**config.mk**
```make
export PLATFORM = sky130hd
export DESIGN_NAME = rr_select_arbiter
export DESIGN_NICKNAME = d
export VERILOG_FILES = /design/src/rtl/rr_select_arbiter.sv
export SDC_FILE = /design/constraint.sdc
export NUM_CORES = 1
export LEC_CHECK = 0
export CORE_ASPECT_RATIO = 0.9
export CORE_MARGIN = 2
export CORE_UTILIZATION = 47
export CTS_CLUSTER_SIZE = 20
export DETAILED_ROUTE_END_ITERATION = 10
export GPL_ROUTABILITY_DRIVEN = 0
export PLACE_DENSITY = 0.81
export REMOVE_ABC_BUFFERS = 1
export SYNTH_ARGS = -nofsm -noshare
export SYNTH_HDL_FRONTEND = slang
export SYNTH_SLANG_ARGS = --single-unit
```
**constraint.sdc**
```tcl
create_clock -name Clk -period 2.2 [get_ports Clk]
set_input_delay 0.44 -clock Clk [delete_from_list [all_inputs] [get_ports Clk]]
set_output_delay 0.44 -clock Clk [all_outputs]
set_load 0.03 [all_outputs]
```
**src/rtl/rr_select_arbiter.sv**
```systemverilog
// Round-robin arbiter driving the 2-bit select of a 4:1 datapath mux.
// Each grant lasts until the owner drops its request or Max_Burst beats are accepted.
module rr_select_arbiter #(
    parameter int Max_Burst = 4,
    parameter int Cnt_Width = 8
) (
    input  logic       Clk,
    input  logic       Reset,
    input  logic [3:0] Req,
    input  logic       Beat,
    output logic [1:0] Control,
    output logic [3:0] Grant,
    output logic       Grant_Valid
);

    typedef enum logic {
        IDLE,
        OWN
    } state_t;

    localparam logic [Cnt_Width-1:0] CNT_LAST = Cnt_Width'(Max_Burst - 1);

    state_t               state_q, state_d;
    logic [1:0]           last_q, last_d;
    logic [1:0]           control_q, control_d;
    logic [3:0]           grant_q, grant_d;
    logic                 gvalid_q, gvalid_d;
    logic [Cnt_Width-1:0] cnt_q, cnt_d;

    logic                 win_found;
    logic [1:0]           win_idx;
    logic [1:0]           scan_idx;
    logic                 burst_done;
    logic                 release_own;

    // Scan starts just past the last owner so every channel gets its turn.
    always_comb begin
        win_found = 1'b0;
        win_idx   = last_q;
        scan_idx  = last_q;
        for (int k = 1; k <= 4; k++) begin
            scan_idx = last_q + 2'(k);
            if (!win_found && Req[scan_idx]) begin
                win_found = 1'b1;
                win_idx   = scan_idx;
            end
        end
    end

    assign burst_done  = Beat && (cnt_q == CNT_LAST);
    assign release_own = !Req[control_q] || burst_done;

    always_comb begin
        state_d   = state_q;
        last_d    = last_q;
        control_d = control_q;
        grant_d   = grant_q;
        gvalid_d  = gvalid_q;
        cnt_d     = cnt_q;
        case (state_q)
            IDLE: begin
                if (win_found) begin
                    control_d = win_idx;
                    grant_d   = 4'b0001 << win_idx;
                    gvalid_d  = 1'b1;
                    last_d    = win_idx;
                    cnt_d     = '0;
                    state_d   = OWN;
                end
            end
            OWN: begin
                if (release_own) begin
                    grant_d  = 4'b0000;
                    gvalid_d = 1'b0;
                    cnt_d    = '0;
                    state_d  = IDLE;
                end else if (Beat) begin
                    cnt_d = cnt_q + Cnt_Width'(1);
                end
            end
            default: state_d = IDLE;
        endcase
    end

    always_ff @(posedge Clk) begin
        if (Reset) begin
            state_q   <= IDLE;
            last_q    <= 2'd3;
            control_q <= 2'd0;
            grant_q   <= 4'b0000;
            gvalid_q  <= 1'b0;
            cnt_q     <= '0;
        end else begin
            state_q   <= state_d;
            last_q    <= last_d;
            control_q <= control_d;
            grant_q   <= grant_d;
            gvalid_q  <= gvalid_d;
            cnt_q     <= cnt_d;
        end
    end

    assign Control     = control_q;
    assign Grant       = grant_q;
    assign Grant_Valid = gvalid_q;

endmodule

```
Word-level counts from Yosys, hierarchy flattened
Index checks and enable logic that the tools add are counted.

operators by class
  $add $sub $neg = 4
  $lt $le $gt $ge = 5
  equality and inequality tests = 4
  shifts and indexed selects = 1
  mux-type cells = 31
  bitwise operators = 1
  reductions and logical operators = 12

operators with widths
  cell                 count
  $mux 8               3
  $pmux 8 s2           1
  $lt 2x3->1 const B   5
  $mux 1               13
  $bmux 1 s2           5
  $add 8x1->8 const B  1
  $eq 8x2->1 const B   1
  $mux 2               4
  $mux 4               2
  $pmux 4 s2           1
  $reduce_and 2->1     3
  $add 2x2->2 const B  2
  $logic_and 1x1->1    4
  $logic_not 1->1      4
  $pmux 1 s2           2
  $shl 1x2->4 const A  1
  $ne 3x2->1 const B   1
  $add 2x1->2 const B  1
  $ne 2x1->1 const B   1
  $ne 2x2->1 const B   1
  $logic_or 1x1->1     1
  $not 1->1            1

storage, ports and cells
  register bits after elaboration = 18
  input port bits = 7
  output and inout port bits = 7
  logic and storage cells = 64

Depth between registers and ports, before layout
Gate-level depths: netlist of the first run.

  depth in word-level cells = 16
  mapped depth = 7
  depth with buffers taken out = 6

Least setup slack after synthesis of the first run
No wires, ideal clock.

  kind = flip-flop to flip-flop
  from = reg control_q[1] (netlist: Control[1])
  to = reg cnt_q[7]
  library setup time = 116 ps
  arrival time = 1869 ps
  required time = 2084 ps
  path slack = 214 ps
  cell stages (with the launch flop) = 7
  buffers on the path = 1
  period minus slack after synthesis = 1986 ps
  cells stage by stage = dfxtp_1 -> mux4_2 -> and3b_1 -> buf_6 -> nor4_2 -> xnor2_1 -> nor2_2

on the way
  cells in the longest elaborated chain, start to end = 6
  elaborated cells on any way between the ends = 8
  classes of those cells = eq/ne (1); mux (4); reduce/logical (3)

ends and longest elaborated chain
  what                                                   RTL line  RTL
  start, declared                                        25        logic [1:0] control_q, control_d;
  start signal, assigned                                 96        control_q <= control_d;
  $bmux 1 s2 (*)                                         51        assign release_own = !Req[control_q] || burst_done;
  $mux 1 (implied by the code) (*)                       51
  $logic_not 1->1 (*)                                    51
  $logic_or 1x1->1 (*)                                   51
  $mux 8 / $ne 3x2->1 (equally long branches)            --
  $pmux 8 s2 / $reduce_and 2->1 (equally long branches)  --
  end signal, assigned                                   99        cnt_q <= cnt_d;
  end, declared                                          28        logic [Cnt_Width-1:0] cnt_q, cnt_d;

Mark *: on every way between the ends. The rest lies on a longest branch, timed or not. The select of a mux whose other input is x is not followed.
A chain may end at the register's enable or synchronous reset.

Final worst setup path of the first run
  from = in Req[1]
  to = reg cnt_q[5]

on the way
  cells in the longest elaborated chain, start to end = 14
  elaborated cells on any way between the ends = 27
  classes of those cells = eq/ne (2); mux (16); reduce/logical (9)

ends and longest elaborated chain
  what                          RTL line  RTL
  start, declared               9         input logic [3:0] Req,
  $bmux 1 s2                    43        if (!win_found && Req[scan_idx]) begin
  $mux 1 (implied by the code)  43
  $mux 1                        43
  $logic_not 1->1               43
  $logic_and 1x1->1             43
  $mux 1                        43
  $logic_not 1->1               43
  $logic_and 1x1->1             43
  $mux 1                        43
  $logic_not 1->1               43
  $logic_and 1x1->1             43
  $mux 1                        43
  $ne 2x2->1 (no line)          --
  $reduce_and 2->1 (no line)    --

Parallel ways exist; a longest one is shown, timed or not. The select of a mux whose other input is x is not followed.

==> flow_summary.ini, run 1 <==
[route]
routed-wl-met2_um = 944
drtIter0Drc = 14
wl_met1_um = 925
avgViaCountPerCell = 5.47
drt-total-wl_um = 1960
ant_nets = 0
post-route-drc-count = 0
avgRoutedWirePerCell_um = 13.3
num_vias = 809
first_pass_iters = 7
routed.top_layer = met4
wl_met3_um = 58

[cts]
path_clk_slew_ns = 0.10
cts_hold_buf = 0
cts_buffers = 3
htree_levels = 1
clock_path_buffers = 2
clock_sinks = 18
clk_latency_ns = 0.30
cts_setup_buffers = 0
cts_tree = yes
cts_resized = 0
cts-root-buf = clkbuf_4

[pwr]
leakage_nw = 0.410
finalPower_mw = 0.759
p_sw_share_pct = 29.4
intPower_mw = 0.536
pwr-share-comb_pct = 24.6
seqPwrFrac_pct = 48.7
p_sw_mw = 0.223
vdd_ir_drop_max_mv = 0.582
cellPowerDensity_mw_per_mm2 = 666
power.share.clock_pct = 26.8

[grt]
grtUsageTotal_pct = 21.0
grt_pass1_wl_um = 3450
antenna_found_initial = 0
overflow = 0
grt_max_degree = 12
grt_pass1_vias = 790

[synth]
synth.avg_cell_area_sq_um = 8.87
synth_seq_cells = 18
yosysUniqueCellTypes = 36
synthCells = 101
synth_top_area_share_pct = 40.2
synth_enable_flop_cells = 0
synth-async-reset-ratio_pct = 0
yosys_warnings = 0
synthTopCellsByArea = dfxtp_1, xnor2_1, nor2_1
yosysSeqAreaShare_pct = 40.2
synth_area_sq_um = 896
synth_flop_cell = dfxtp_1
post-synth-top-area-cell = dfxtp_1

[cells_and_area]
drive_gt1_share_pct = 16.9
final_cell_mix = dfxtp_1, nor2_1, clkdlybuf4s50_1
area_growth_pct = 27.2
antenna-diode-count = 0
finalNetCount = 133
fin_cells = 148
final_common_cell = dfxtp_1

[die]
fp.dieW_um = 50.0
io_pins = 14
die_h_um = 45.4
core_area_sq_mm = 0.00173
dieArea_sq_mm = 0.00227
start_util_pct = 51.7
rows = 14

[critical_path]
rr_endpoint = cnt_q[2]
crit_required_ns = 2.41
arrival_ns = 2.24
reg2reg_depth = 7
crit_fanout = 7
timing.rr.start = cnt_q[0]
worstSetupPathType = in2reg
endpoint_kind = flop
ff2ff_setup_slack_ns = 0.23
critPathLaunchType = input port

[min_path]
hp-start = Grant[2]
min_path_cells = 2
min_to = Grant[2]
hold_path_class = reg2reg

[timing]
fin_crit_sh_pct = 92.3
tightest_slew_ns = 0.539
fmax_mhz = 492
hold_viol = 0
slew_violations = 0
setup_viol = 0
fin_crit_ns = 2.03
slew_headroom_pct = 64.1
skew_ns = 0.00466
rsz0062_at_grt = no
layout_setup_ws_ns = 0.168

[outcome]
status = complete, no violations

[job]
cap_violations = 0

[place]
place_worst_setup_slack_ns = -0.133
place_hpwl_um = 1460
dp_cells = 144
port_buffers = 13
## sequential cells by signal, indices dropped and copies added, names as in the netlist
signal       cells
Grant            4
cnt_q            8
state_q          1
Grant_Valid      1
Control          2
last_q           2
## area by class of cell
cell class | instances | area, sq um
multi-input combinational | 76 | 500
tap | 24 | 30.0
timing repair buffer | 22 | 198
fill | 146 | 594
clock buffer | 4 | 36.3
sequential | 18 | 360
inverter | 4 | 15.0
## stage by stage
step	util, %	TNS [ns]	instance area [sq um]	hold slack (ns)
2_1_floorplan	-	0	876	0.469
5_1_grt	65.7	0	1140	0.496
3_5_place_dp	63.6	-0.746	1100	0.455
4_1_cts	65.7	0	1140	0.470
6_report	65.7	0	1140	0.465
3_3_place_gp	63.6	-0.372	1100	0.438
## worst max-delay path, cell delays in order
cell and delay, ns:
clkdlybuf4s50_1 0.44, mux4_2 0.52, and3b_1 0.30, nor4_2 0.32, xnor2_1 0.17, nor2_2 0.04
## layer usage
layer | vias up | global-route usage [%]
met3 | 4 | 6.25
met1 | 384 | 25.1
li1 | 407 | -
met2 | 14 | 35.0
met4 | 0 | 10.6
met5 | - | 0
## cell families after synthesis
group,synth area share [%]
flops,40.2
mux,2.51
simple gates,30.0
buf+inv,3.91
xor+xnor,5.87
fa+ha+maj,1.40
compound gates,16.1
## synth_stat cells (2+ instances only)
| master | number |
|---|---|
| or4_1 | 2 |
| nor4_2 | 3 |
| o21a_1 | 2 |
| dfxtp_1 | 18 |
| inv_1 | 4 |
| nor2b_1 | 3 |
| a21oi_1 | 3 |
| o21ai_1 | 2 |
| nand3_1 | 4 |
| nand2b_1 | 4 |
| nand2_1 | 3 |
| nor2_1 | 13 |
| nor2_2 | 4 |
| xnor2_1 | 6 |
| o22ai_1 | 2 |
| o21ai_0 | 5 |
| nor3_1 | 4 |
## power by group through the flow
stage               clock network [mW]  registers (mW)  logic [mW]
floorplan                            0           0.399      0.0776
global placement                     0           0.375       0.178
detailed placement                   0           0.376       0.184
CTS                              0.213           0.369       0.186
global route                     0.221           0.372       0.202
finish                           0.203           0.369       0.186
## worst max path at each step
stage / from / cells after the start / end / slack [ns]
floorplan: Control[1] / 5 / cnt_q[7] / 0.24
CTS: Req[1] / 6 / cnt_q[7] / 0.18
detailed placement: Req[1] / 6 / cnt_q[7] / -0.13
finish: Req[1] / 6 / cnt_q[5] / 0.17
global placement: Req[1] / 6 / cnt_q[6] / -0.09
global route: Req[1] / 6 / cnt_q[5] / 0.07
Power figures use the tool's default switching activity.
==> run 2: changes to the inputs <==
- clock period: 2.2 -> 2.6 ns (I/O delays scaled with it)
==> run 2 against run 1 <==
Against the previous run:
- setup slack better by 0.23 ns
- critical path depth unchanged
- total power down 17%
- global-route usage down 0.91 points
- sequential power down 15%
- via count down 2.0%
- final cell count down 4.7%
- sequential share of layout area up 1.5 points
- clock skew down 0.00096 ns
- largest cell class unchanged
- largest power group unchanged
==> flow_summary.ini, run 2 (synthesized netlist as in run 1, its figures left out) <==
[place]
place_worst_setup_slack_ns = 0.105
dp_cells = 137
port_buffers = 13
place_hpwl_um = 1460

[timing]
setup_viol = 0
tightest_slew_ns = 0.428
fin_crit_sh_pct = 84.5
finalSetupTns_ns = 0
slew_headroom_pct = 71.4
layout_setup_ws_ns = 0.402
rsz0062_at_grt = no
hold_viol = 0
slew_violations = 0
fmax_mhz = 455
skew_ns = 0.00370
fin_crit_ns = 2.20

[route]
ant_nets = 0
num_vias = 793
avgViaCountPerCell = 5.62
drtIter0Drc = 14
drt-total-wl_um = 1900
first_pass_iters = 4
avgRoutedWirePerCell_um = 13.5
post-route-drc-count = 0

[critical_path]
endpoint_kind = flop
worstSetupPathType = in2reg
reg2reg_depth = 7
crit_fanout = 8
crit_required_ns = 2.84
arrival_ns = 2.44
critPathLaunchType = input port

[die]
start_util_pct = 51.7
core_area_sq_mm = 0.00173
fp.dieW_um = 50.0
rows = 14
dieArea_sq_mm = 0.00227
die_h_um = 45.4
io_pins = 14

[cts]
cts_setup_buffers = 0
clock_path_buffers = 2
clock_sinks = 18
cts_resized = 0
cts_hold_buf = 0
path_clk_slew_ns = 0.10
htree_levels = 1
cts_buffers = 3
cts-root-buf = clkbuf_4
cts_tree = yes
clk_latency_ns = 0.29

[pwr]
p_sw_mw = 0.185
power.share.clock_pct = 27.1
pwr-share-comb_pct = 23.3
intPower_mw = 0.445
p_sw_share_pct = 29.3
seqPwrFrac_pct = 49.6
cellPowerDensity_mw_per_mm2 = 580
leakage_nw = 0.376
vdd_ir_drop_max_mv = 0.382
finalPower_mw = 0.630

[cells_and_area]
fin_cells = 141
final_cell_mix = dfxtp_1, nor2_1, clkdlybuf4s50_1
final_common_cell = dfxtp_1
finalNetCount = 126
antenna-diode-count = 0
drive_gt1_share_pct = 12.0
largest_reg_flops = 8
largest_register = cnt_q
n_fill_cell = 156
area_growth_pct = 21.4

[grt]
grt.met2_usage_pct = 33.9
overflow = 0
antenna_found_initial = 0
grt_pass1_vias = 727
grtUsageTotal_pct = 20.1
grt_most_used_layer = met2
grt_util_met1_pct = 23.8
grt_pass1_wl_um = 3280
use_met3_pct = 6.91
grt_max_degree = 12

[min_path]
min_path_cells = 2
hold_path_class = reg2reg

[outcome]
status = complete, no violations

[job]
cap_violations = 0
[run 2: cell count changes in the layout (fill, tap and decap cells not counted), sizes merged]
cell  change
buf       -7
[run 2: cell type report]
cell class              count  area, sq um  area share [%]
flip-flops and latches     18          360            33.1
multi-input cells          76          500            46.0
inverters                   4         15.0            1.38
well taps                  24         30.0            2.76
clock buffers               4         36.3            3.34
repair buffers             15          145            13.3
[run 2: worst max-delay path: stages]
cell and delay [ns]:
clkdlybuf4s50_1 0.48, or4_1 0.64, nor2_2 0.33, nor2_1 0.14, nor2_1 0.17, a22o_1 0.17
[run 2: metal layers]
layer	up-vias	part of all wire [%]
met4	0	1.4
li1	391	-
met5	-	0
met1	389	46
met3	5	2.8
met2	8	50
[run 2: metrics by stage]
step | instance area [sq um] | util (%) | hold slack (ns)
floorplan | 876 | - | 0.469
global placement | 1050 | 60.6 | 0.441
detailed placement | 1050 | 60.6 | 0.449
CTS | 1090 | 62.7 | 0.464
global route | 1090 | 62.7 | 0.506
finish | 1090 | 62.7 | 0.463
[run 2: path summary, 6_finish.rpt]
path            start       end  slack, ns
max            Req[1]  cnt_q[0]       0.40
min          Grant[2]  Grant[2]       0.46
max reg2reg  cnt_q[0]  Grant[3]       0.54
min reg2reg  Grant[2]  Grant[2]       0.46
[run 2: power by group through the flow]
stage	Sequential (mW)	Combinational (mW)	Clock [mW]
detailed placement	0.319	0.145	0
CTS	0.313	0.147	0.174
floorplan	0.338	0.0657	0
global placement	0.317	0.142	0
global route	0.316	0.160	0.191
finish	0.313	0.147	0.171
==> run 3: changes to the inputs <==
- CORE_UTILIZATION: 47 -> 46
- PLACE_DENSITY: 0.81 -> 0.83
- clock period: 2.6 -> 2 ns (I/O delays scaled with it)
==> run 3 against run 2 <==
Against the previous run:
- critical path depth up 2
- via count up 2.9%
- final cell count up 9.2%
- routed wire length up 1.0%
- clock power up 31%
- sequential share of layout area down 3.2 points
- worst hold slack worse by 0.0088 ns
- highest routed layer unchanged
==> flow_summary.ini, run 3 (synthesized netlist as in run 1, its figures left out) <==
[outcome]
status = complete, no violations

[die]
io_pins = 14
fp.dieW_um = 50.5
die_h_um = 45.9
start_util_pct = 47.7
rows = 15
dieArea_sq_mm = 0.00232
core_area_sq_mm = 0.00188

[route]
avgViaCountPerCell = 5.30
drtIter0Drc = 15
post-route-drc-count = 0
num_vias = 816
first_pass_iters = 4
avgRoutedWirePerCell_um = 12.5
ant_nets = 0
drt-total-wl_um = 1920

[timing]
skew_ns = 0.00294
hold_viol = 0
rsz0062_at_grt = yes
fin_crit_ns = 1.93
tightest_slew_ns = 0.410
setup_viol = 0
slew_violations = 0
slew_headroom_pct = 72.6
fin_crit_sh_pct = 96.5
hold-worst-slack_ns = 0.454
fmax_mhz = 518

[pwr]
p_sw_mw = 0.247
power.share.clock_pct = 26.3
intPower_mw = 0.606
cellPowerDensity_mw_per_mm2 = 704
leakage_nw = 0.435
p_sw_share_pct = 29.0
pwr-share-comb_pct = 26.1
vdd_ir_drop_max_mv = 0.505
seqPwrFrac_pct = 47.6

[critical_path]
rr_endpoint = Grant[3]
endpoint_kind = flop
ff2ff_setup_slack_ns = 0.13
worstSetupPathType = in2reg
crit_fanout = 8
timing.rr.start = cnt_q[0]
reg2reg_depth = 7
crit_required_ns = 2.24
critPathLaunchType = input port
arrival_ns = 2.17

[grt]
overflow = 0
grt_max_degree = 12
grt_pass1_vias = 725
grtUsageTotal_pct = 18.1
grt_pass1_wl_um = 3070
antenna_found_initial = 0

[cells_and_area]
drive_gt1_share_pct = 24.0
largest_register = cnt_q
regArea_sq_um = 363
multiInputGateArea_sq_um = 527
design_area_sq_mm = 0.00121
largest_reg_flops = 8
final_common_cell = dfxtp_1
final_cell_mix = dfxtp_1, nor2_1, clkdlybuf4s50_1, buf_4, xnor2_1
n_fill_cell = 150
area_growth_pct = 35.2
antenna-diode-count = 0
finalNetCount = 138

[cts]
clock_sinks = 18
cts_hold_buf = 0
clk_latency_ns = 0.29
clock_path_buffers = 2
cts-root-buf = clkbuf_4
cts_tree = yes
path_clk_slew_ns = 0.10
htree_levels = 1
cts_buffers = 3

[place]
placed_area_sq_mm = 0.00113
port_buffers = 13
place_hpwl_um = 1460

[min_path]
hp-start = Grant[2]
hold_path_class = reg2reg
min_path_cells = 2
min_to = Grant[2]

[job]
cap_violations = 0
==> run 3: changes by cell type in the layout (fill, tap and decap cells not counted), sizes merged <==
cell and delta:
buf +12
==> run 3: layer usage <==
layer  share of wire (%)  global-route usage, %  up-vias
met5                   0                      0        -
met1                  46                   23.2      376
met4                0.88                   5.41        0
met3                 3.9                   5.92        2
li1                    -                      -      423
met2                  49                   29.5       15
==> run 3: layout make-up <==
| class | count | area share, % |
|---|---|---|
| multi-input cells | 76 | 43.5 |
| flip-flops and latches | 18 | 30.0 |
| repair buffers | 27 | 19.7 |
| clock buffers | 4 | 3.00 |
| well taps | 25 | 2.58 |
| inverters | 4 | 1.24 |
==> run 3: metrics by stage <==
step | power [mW] | utilization, % | cells | worst slack [ns] | TNS (ns)
final | 0.853 | 64.5 | 154 | 0.0692 | 0
after global placement | 0.617 | 60.1 | 148 | -0.249 | -2.57
after floorplan | 0.525 | - | 98 | 0.0389 | 0
after CTS | 0.848 | 62.0 | 152 | 0.0208 | 0
after detailed placement | 0.623 | 60.1 | 148 | -0.326 | -3.21
after global routing | 0.899 | 64.5 | 154 | -0.00344 | -0.00344
==> run 3: worst max-delay path by stage <==
stage,from,end,slack [ns],cells after the start
floorplan,Control[1],cnt_q[7],0.04,5
global placement,Req[0],cnt_q[6],-0.25,6
detailed placement,Req[1],cnt_q[7],-0.33,6
CTS,Req[1],cnt_q[5],0.02,6
global route,Req[3],Grant[1],-0.003,7
finish,Req[3],cnt_q[0],0.07,8
==> run 3: what timing repair did <==
action                                  CTS  global route
hold endpoints to repair                  0             0
gates resized for setup                   0             8
endpoints found under the setup margin    1            12
setup buffers                             0             2
gates cloned                              0             0
pin swaps                                 1             1
==> run 3: power by group through the flow <==
| stage | Sequential (mW) | Clock, mW | Combinational (mW) |
|---|---|---|---|
| after floorplan | 0.439 | 0 | 0.0854 |
| after global placement | 0.412 | 0 | 0.205 |
| after detailed placement | 0.413 | 0 | 0.210 |
| after CTS | 0.405 | 0.232 | 0.211 |
| after global routing | 0.410 | 0.248 | 0.241 |
| final | 0.406 | 0.224 | 0.223 |
==> run 3: worst max-delay path, stage by stage <==
cell	delay, ns
clkdlybuf4s50_1	0.42
buf_4	0.16
or4_1	0.55
nor2_2	0.11
buf_4	0.17
nor2_1	0.07
nor2_1	0.13
a22o_1	0.15
==> edit 1: new RTL, flow settings as in run 1 <==
`Cnt_Width`: 8 -> 12.
--- a/src/rtl/rr_select_arbiter.sv
+++ b/src/rtl/rr_select_arbiter.sv
@@ -3,5 +3,5 @@
 module rr_select_arbiter #(
     parameter int Max_Burst = 4,
-    parameter int Cnt_Width = 8
+    parameter int Cnt_Width = 12
 ) (
     input  logic       Clk,
Check against the original RTL: same outputs for any inputs over 10 cycles, from zero or initial values and one cycle with Reset high; that may be too few to reach the edited logic, so the function may still have changed.
==> edit 1 against run 1 <==
Final cell count grew 29%. Final area grew 29%. Area after synthesis grew 25%. Sequential cell count grew 4. First-iteration DRC count grew 140%. Global-route usage shrank 0.84 points. Clock power grew 12%. Wire length grew 37%. Critical path depth grew 1. Largest cell class unchanged. Combinational power grew 17%. Worst setup slack lost 0.13 ns. Die area grew 23%. Power grew 17%.
==> edit 1: results (changes against run 1) <==
Run status
The flow ran to the end, and the final reports show no timing, DRC or antenna violations.

Min path
The startpoint identified for the worst hold timing path is Grant_Valid$_SDFFE_PP0P_. The hold-critical path depth is 1 (-1). The type of the most critical hold path is flip-flop to flip-flop. For hold timing, the worst endpoint is Grant_Valid$_SDFFE_PP0P_.

Synthesis
Ranked by total cell area, the synthesized netlist is headed by sky130_fd_sc_hd__dfxtp_1 39%, sky130_fd_sc_hd__a21oi_1 4.9%, sky130_fd_sc_hd__nor2_1 4.7%. The portion of the post-synthesis area used by sequential elements is 0.394 (-0.00850). The share of flip-flops with an asynchronous set or reset after synthesis was 0 (unchanged).

For this run, the leading register cell type out of synthesis is sky130_fd_sc_hd__dfxtp_1. The number of distinct library cell variants in the gate-level netlist after synthesis is 42 (+17%). Ranked by instance count, the synthesized netlist is headed by 22 x sky130_fd_sc_hd__dfxtp_1, 14 x sky130_fd_sc_hd__nor2_1, 11 x sky130_fd_sc_hd__a21oi_1, 8 x sky130_fd_sc_hd__o21ai_0, 7 x sky130_fd_sc_hd__nand2_1.

Global routing
The via count of the first global-routing pass is 1065 (+35%). The overall track demand over capacity in global routing is 0.202 (-0.00839). The global-route wire length before repair came to 4540 um (+32%). The maximum number of pins on one net before global-route repair came to 13 (+1).

Layout
The fill cell total of the finished layout is 188 (+29%). The fraction of layout instances using a drive strength above 1 is 0.207 (+0.0380). The number of nets at the end of the flow is 173 (+30%). cnt_q holds more flip-flops than any other register. The flip-flop count of the largest register after layout is 12 (+4).

Worst setup path
The setup slack of the most critical reg-to-reg path was 0.12 ns (-0.11 ns). The start of the worst register-to-register path is cnt_q[0]$_SDFFE_PP0P_. The stage delay of the slowest cell on the critical path is 0.51 ns.

The data arrival time of the critical path is 2.43 ns (+0.19 ns). The destination of the worst register-to-register timing path is cnt_q[3]$_SDFFE_PP0P_. The critical path ends at cnt_q[5]$_SDFFE_PP0P_. The length in cells of the worst reg-to-reg path came to 6 (-1). The cell with the biggest individual delay on the critical path is sky130_fd_sc_hd__or4_4.

The top fanout value on the critical path came to 3 (-4).

Placement
The HPWL after detailed placement is 1990 um (+36%). The placed cell area is 0.00141 mm^2 (+28%).

Detailed routing
The iteration-0 DRC count of the detailed router is 34 (+20). The total wire length is 2680 um (+37%). The count of nets left with antenna violations after detail routing was 0 (unchanged).

The ratio of routed vias to standard cells came to 5.88 (+7.6%). The length of the first detailed-routing pass in iterations is 4 (-3).

STA
The worst slew slack as a fraction of its limit is 0.657 (+0.0160). The worst-case clock skew is 0.0102 ns (+0.00552 ns). The worst hold-check slack was 0.472 ns (+0.00694 ns).

Pwr
The standby leakage power is 0.551 nW (+35%). The maximum vdd drop is 0.645 mV (+11%).

CTS
The clock insertion delay at the later pin of the skew report is 0.32 ns (+0.02 ns). The number of H-tree levels is 1 (unchanged). The maximum clock insertion buffer count is 2 (unchanged).

The clock transition at the register clock pins on the worst setup and hold paths after CTS is 0.13 ns (+0.03 ns).
==> edit 1: changes by cell type after synthesis, sizes merged, moves of 3 or more <==
cell   before  now
nand2       3    7
dfxtp      18   22
o31ai       0    4
nor2b       3    0
or4         2    6
xnor2       6    2
a21oi       3   11
==> edit 1: power by group <==
group / internal (mW) / switching [mW] / total [mW] / leakage, nW
Combinational: 0.103 / 0.114 / 0.217 / 0.351
Clock: 0.101 / 0.127 / 0.228 / 0.0210
Sequential: 0.421 / 0.0196 / 0.440 / 0.179
Total: 0.625 / 0.260 / 0.885 / 0.551
==> edit 1: cell families after synthesis <==
logic type,synth area share
and+or+nand+nor,0.311
AOI/OAI and AO/OA,0.206
DFF,0.394
buffers and inverters,0.0302
xor gates and xnor gates,0.0157
muxes,0.0324
adders and majority gates,0.0112
==> edit 1: timing repair <==
action / CTS / global route
gates resized for setup: 1 / 5
setup buffers: 0 / 1
endpoints found under the setup margin: 1 / 8
pin swaps: 0 / 3
==> edit 1: metal layers <==
layer	up-vias	share of wire	wire length, um	track usage
met5	-	0	0	0
met4	0	0.013	36	0.0691
met3	4	0.048	130	0.0593
met2	38	0.49	1330	0.367
met1	519	0.44	1190	0.225
li1	562	-	-	-
==> edit 1: layout make-up <==
class / count / area share
clock buffer: 4 / 0.0246
timing repair buffer: 33 / 0.193
sequential: 22 / 0.299
multi-input combinational: 100 / 0.448
tap: 27 / 0.0229
inverter: 5 / 0.0127
==> edit 1: per-stage QoR <==
step	TNS [ns]	instances	worst slack (ns)	util	power (mW)
detailed placement	-3.40	186	-0.330	0.635	0.660
CTS	0	190	0.0302	0.649	0.883
global placement	-2.28	186	-0.250	0.635	0.653
finish	0	191	0.0398	0.663	0.885
floorplan	0	127	0.145	-	0.555
global route	-0.00702	191	-0.00702	0.663	0.928
==> edit 2: new RTL, flow settings as in run 1 <==
Without the edit above. Reset style: asynchronous (`Reset`), changed in one clocked block.
--- a/src/rtl/rr_select_arbiter.sv
+++ b/src/rtl/rr_select_arbiter.sv
@@ -83,5 +83,5 @@
     end
 
-    always_ff @(posedge Clk) begin
+    always_ff @(posedge Clk or posedge Reset) begin
         if (Reset) begin
             state_q   <= IDLE;
Check against the original RTL: differs if Reset is asserted again (counterexample within 4 cycles, from zero or initial values and one cycle with Reset high); with Reset held inactive, the same outputs for 10 cycles.
==> edit 2 against run 1 <==
Die area up 5.7%. Final area is 7.8% higher. Wire length increased by 5.9%. Worst setup slack better by 0.12 ns. Clock skew increased by 0.0010 ns. Sequential cell count stayed put. Via count down 0.87%. Area after synthesis up 6.3%. Critical path type is now flip-flop to primary output. Highest routed layer unchanged.
Power is not compared: it rests on default switching activity, and its combinational part moved more than twofold at a synthesized area within 25%.
==> edit 2: results (changes against run 1) <==
Run status
The run finished with clean final reports.

Global routing
The global-route wire length before repair is 3490 um (+1.2%). The maximum number of pins on one net before global-route repair was 19 (+7). The overall track demand over capacity in global routing came to 0.201 (-0.00981). The via count of the first global-routing pass is 771 (-2.4%).

Worst setup path
The stage delay of the slowest cell on the critical path is 0.71 ns (+0.19 ns). The data arrival time of the critical path is 1.47 ns (-0.77 ns). On the critical path, the stage with the largest delay is an instance of sky130_fd_sc_hd__clkdlybuf4s50_1.

Layout
The sequential fraction of total cell area is 0.369 (+0.0525). The number of nets at the end of the flow is 130 (-2.3%). The multi-input gate count is 69 (-9.2%).

The non-filler instance count after layout is 146 (-1.4%). The clock network area share is 0.0295 (-0.00230). The number of ordinary inverters in the final layout is 6 (+2). The non-clock buffer contribution to total cell area came to 0.173 (-0.000321). The area of combinational cells with multiple inputs is 473 um^2 (-5.5%). The total area of sequential cells is 453 um^2 (+26%).

The fill cell total of the finished layout is 159 (+8.9%).

Synthesis
The synthesized-area fraction occupied by ao, oa, aoi and oai cells is 0.167 (+0.00627). sky130_fd_sc_hd__dfrtp_1 is the most common cell in the netlist. The fraction of post-synthesis cell area in the top cell type by area was 0.420 (+0.0183). The commonest cells after synthesis are 16 x sky130_fd_sc_hd__dfrtp_1, 13 x sky130_fd_sc_hd__nor2_1, 8 x sky130_fd_sc_hd__o21ai_0, 6 x sky130_fd_sc_hd__inv_1, 6 x sky130_fd_sc_hd__xnor2_1. The number of distinct library cell variants in the gate-level netlist after synthesis is 34 (-5.6%).

The portion of the post-synthesis area used by sequential elements came to 0.476 (+0.0735). The most instantiated flip-flop cell in the synthesis netlist is sky130_fd_sc_hd__dfrtp_1. The number of instances in the synthesized netlist is 94 (-6.9%). The share of flip-flops with an asynchronous set or reset after synthesis is 1.00 (+1.00).

Placement
The placed cell count is 142 (-1.4%). The placed cell area is 0.00119 mm^2 (+8.0%). The HPWL after detailed placement is 1580 um (+8.3%).

Detailed routing
The length of the first detailed-routing pass in iterations is 4 (-3). The total wire length is 2080 um (+5.9%). The iteration-0 DRC count of the detailed router is 27 (+13).

STA
The worst-case clock skew is 0.00567 ns (+0.00101 ns). The worst slew slack as a fraction of its limit came to 0.567 (-0.0733).
==> edit 2: cell types whose count changed in the layout (fill, tap and decap cells not counted), moves of 3 or more <==
cell,before,now
sky130_fd_sc_hd__dfrtp_1,0,16
sky130_fd_sc_hd__nor4b_1,0,3
sky130_fd_sc_hd__dfxtp_1,18,0
sky130_fd_sc_hd__o21ai_0,5,8
sky130_fd_sc_hd__nor2_2,4,0
sky130_fd_sc_hd__nand2b_1,4,1
sky130_fd_sc_hd__nor4_2,3,0
==> edit 2: power by group through the flow <==
stage,clock network [mW],logic (mW),registers [mW]
global route,0.227,0.834,0.585
floorplan,0,0.334,0.668
detailed placement,0,0.768,0.574
finish,0.203,0.771,0.567
CTS,0.209,0.776,0.566
global placement,0,0.746,0.561
==> edit 2: final timing paths <==
path	start	endpoint	slack, ns	cells after the start
max in group asynchronous	Reset	Grant[1]$_DFFE_PP0P_	1.27	2
worst max-delay path	Control[1]$_DFFE_PP0P_	Control[1]	0.29	1
worst min-delay path	Grant_Valid$_DFFE_PP0P_	Grant_Valid$_DFFE_PP0P_	0.50	1
worst min register to register	Grant_Valid$_DFFE_PP0P_	Grant_Valid$_DFFE_PP0P_	0.50	1
worst max register to register	cnt_q[0]$_DFFE_PP0P_	Grant[2]$_DFFE_PP0P_	0.32	7
min in group asynchronous	Reset	cnt_q[4]$_DFFE_PP0P_	0.52	2
==> edit 2: metal layers <==
| layer | wire length (um) | share of wire | vias to the layer above | global-route usage |
|---|---|---|---|---|
| met3 | 94 | 0.045 | 3 | 0.0455 |
| met2 | 958 | 0.46 | 25 | 0.300 |
| met5 | 0 | 0 | - | 0 |
| met1 | 1010 | 0.49 | 376 | 0.289 |
| li1 | - | - | 398 | - |
| met4 | 16 | 0.0077 | 0 | 0.0737 |
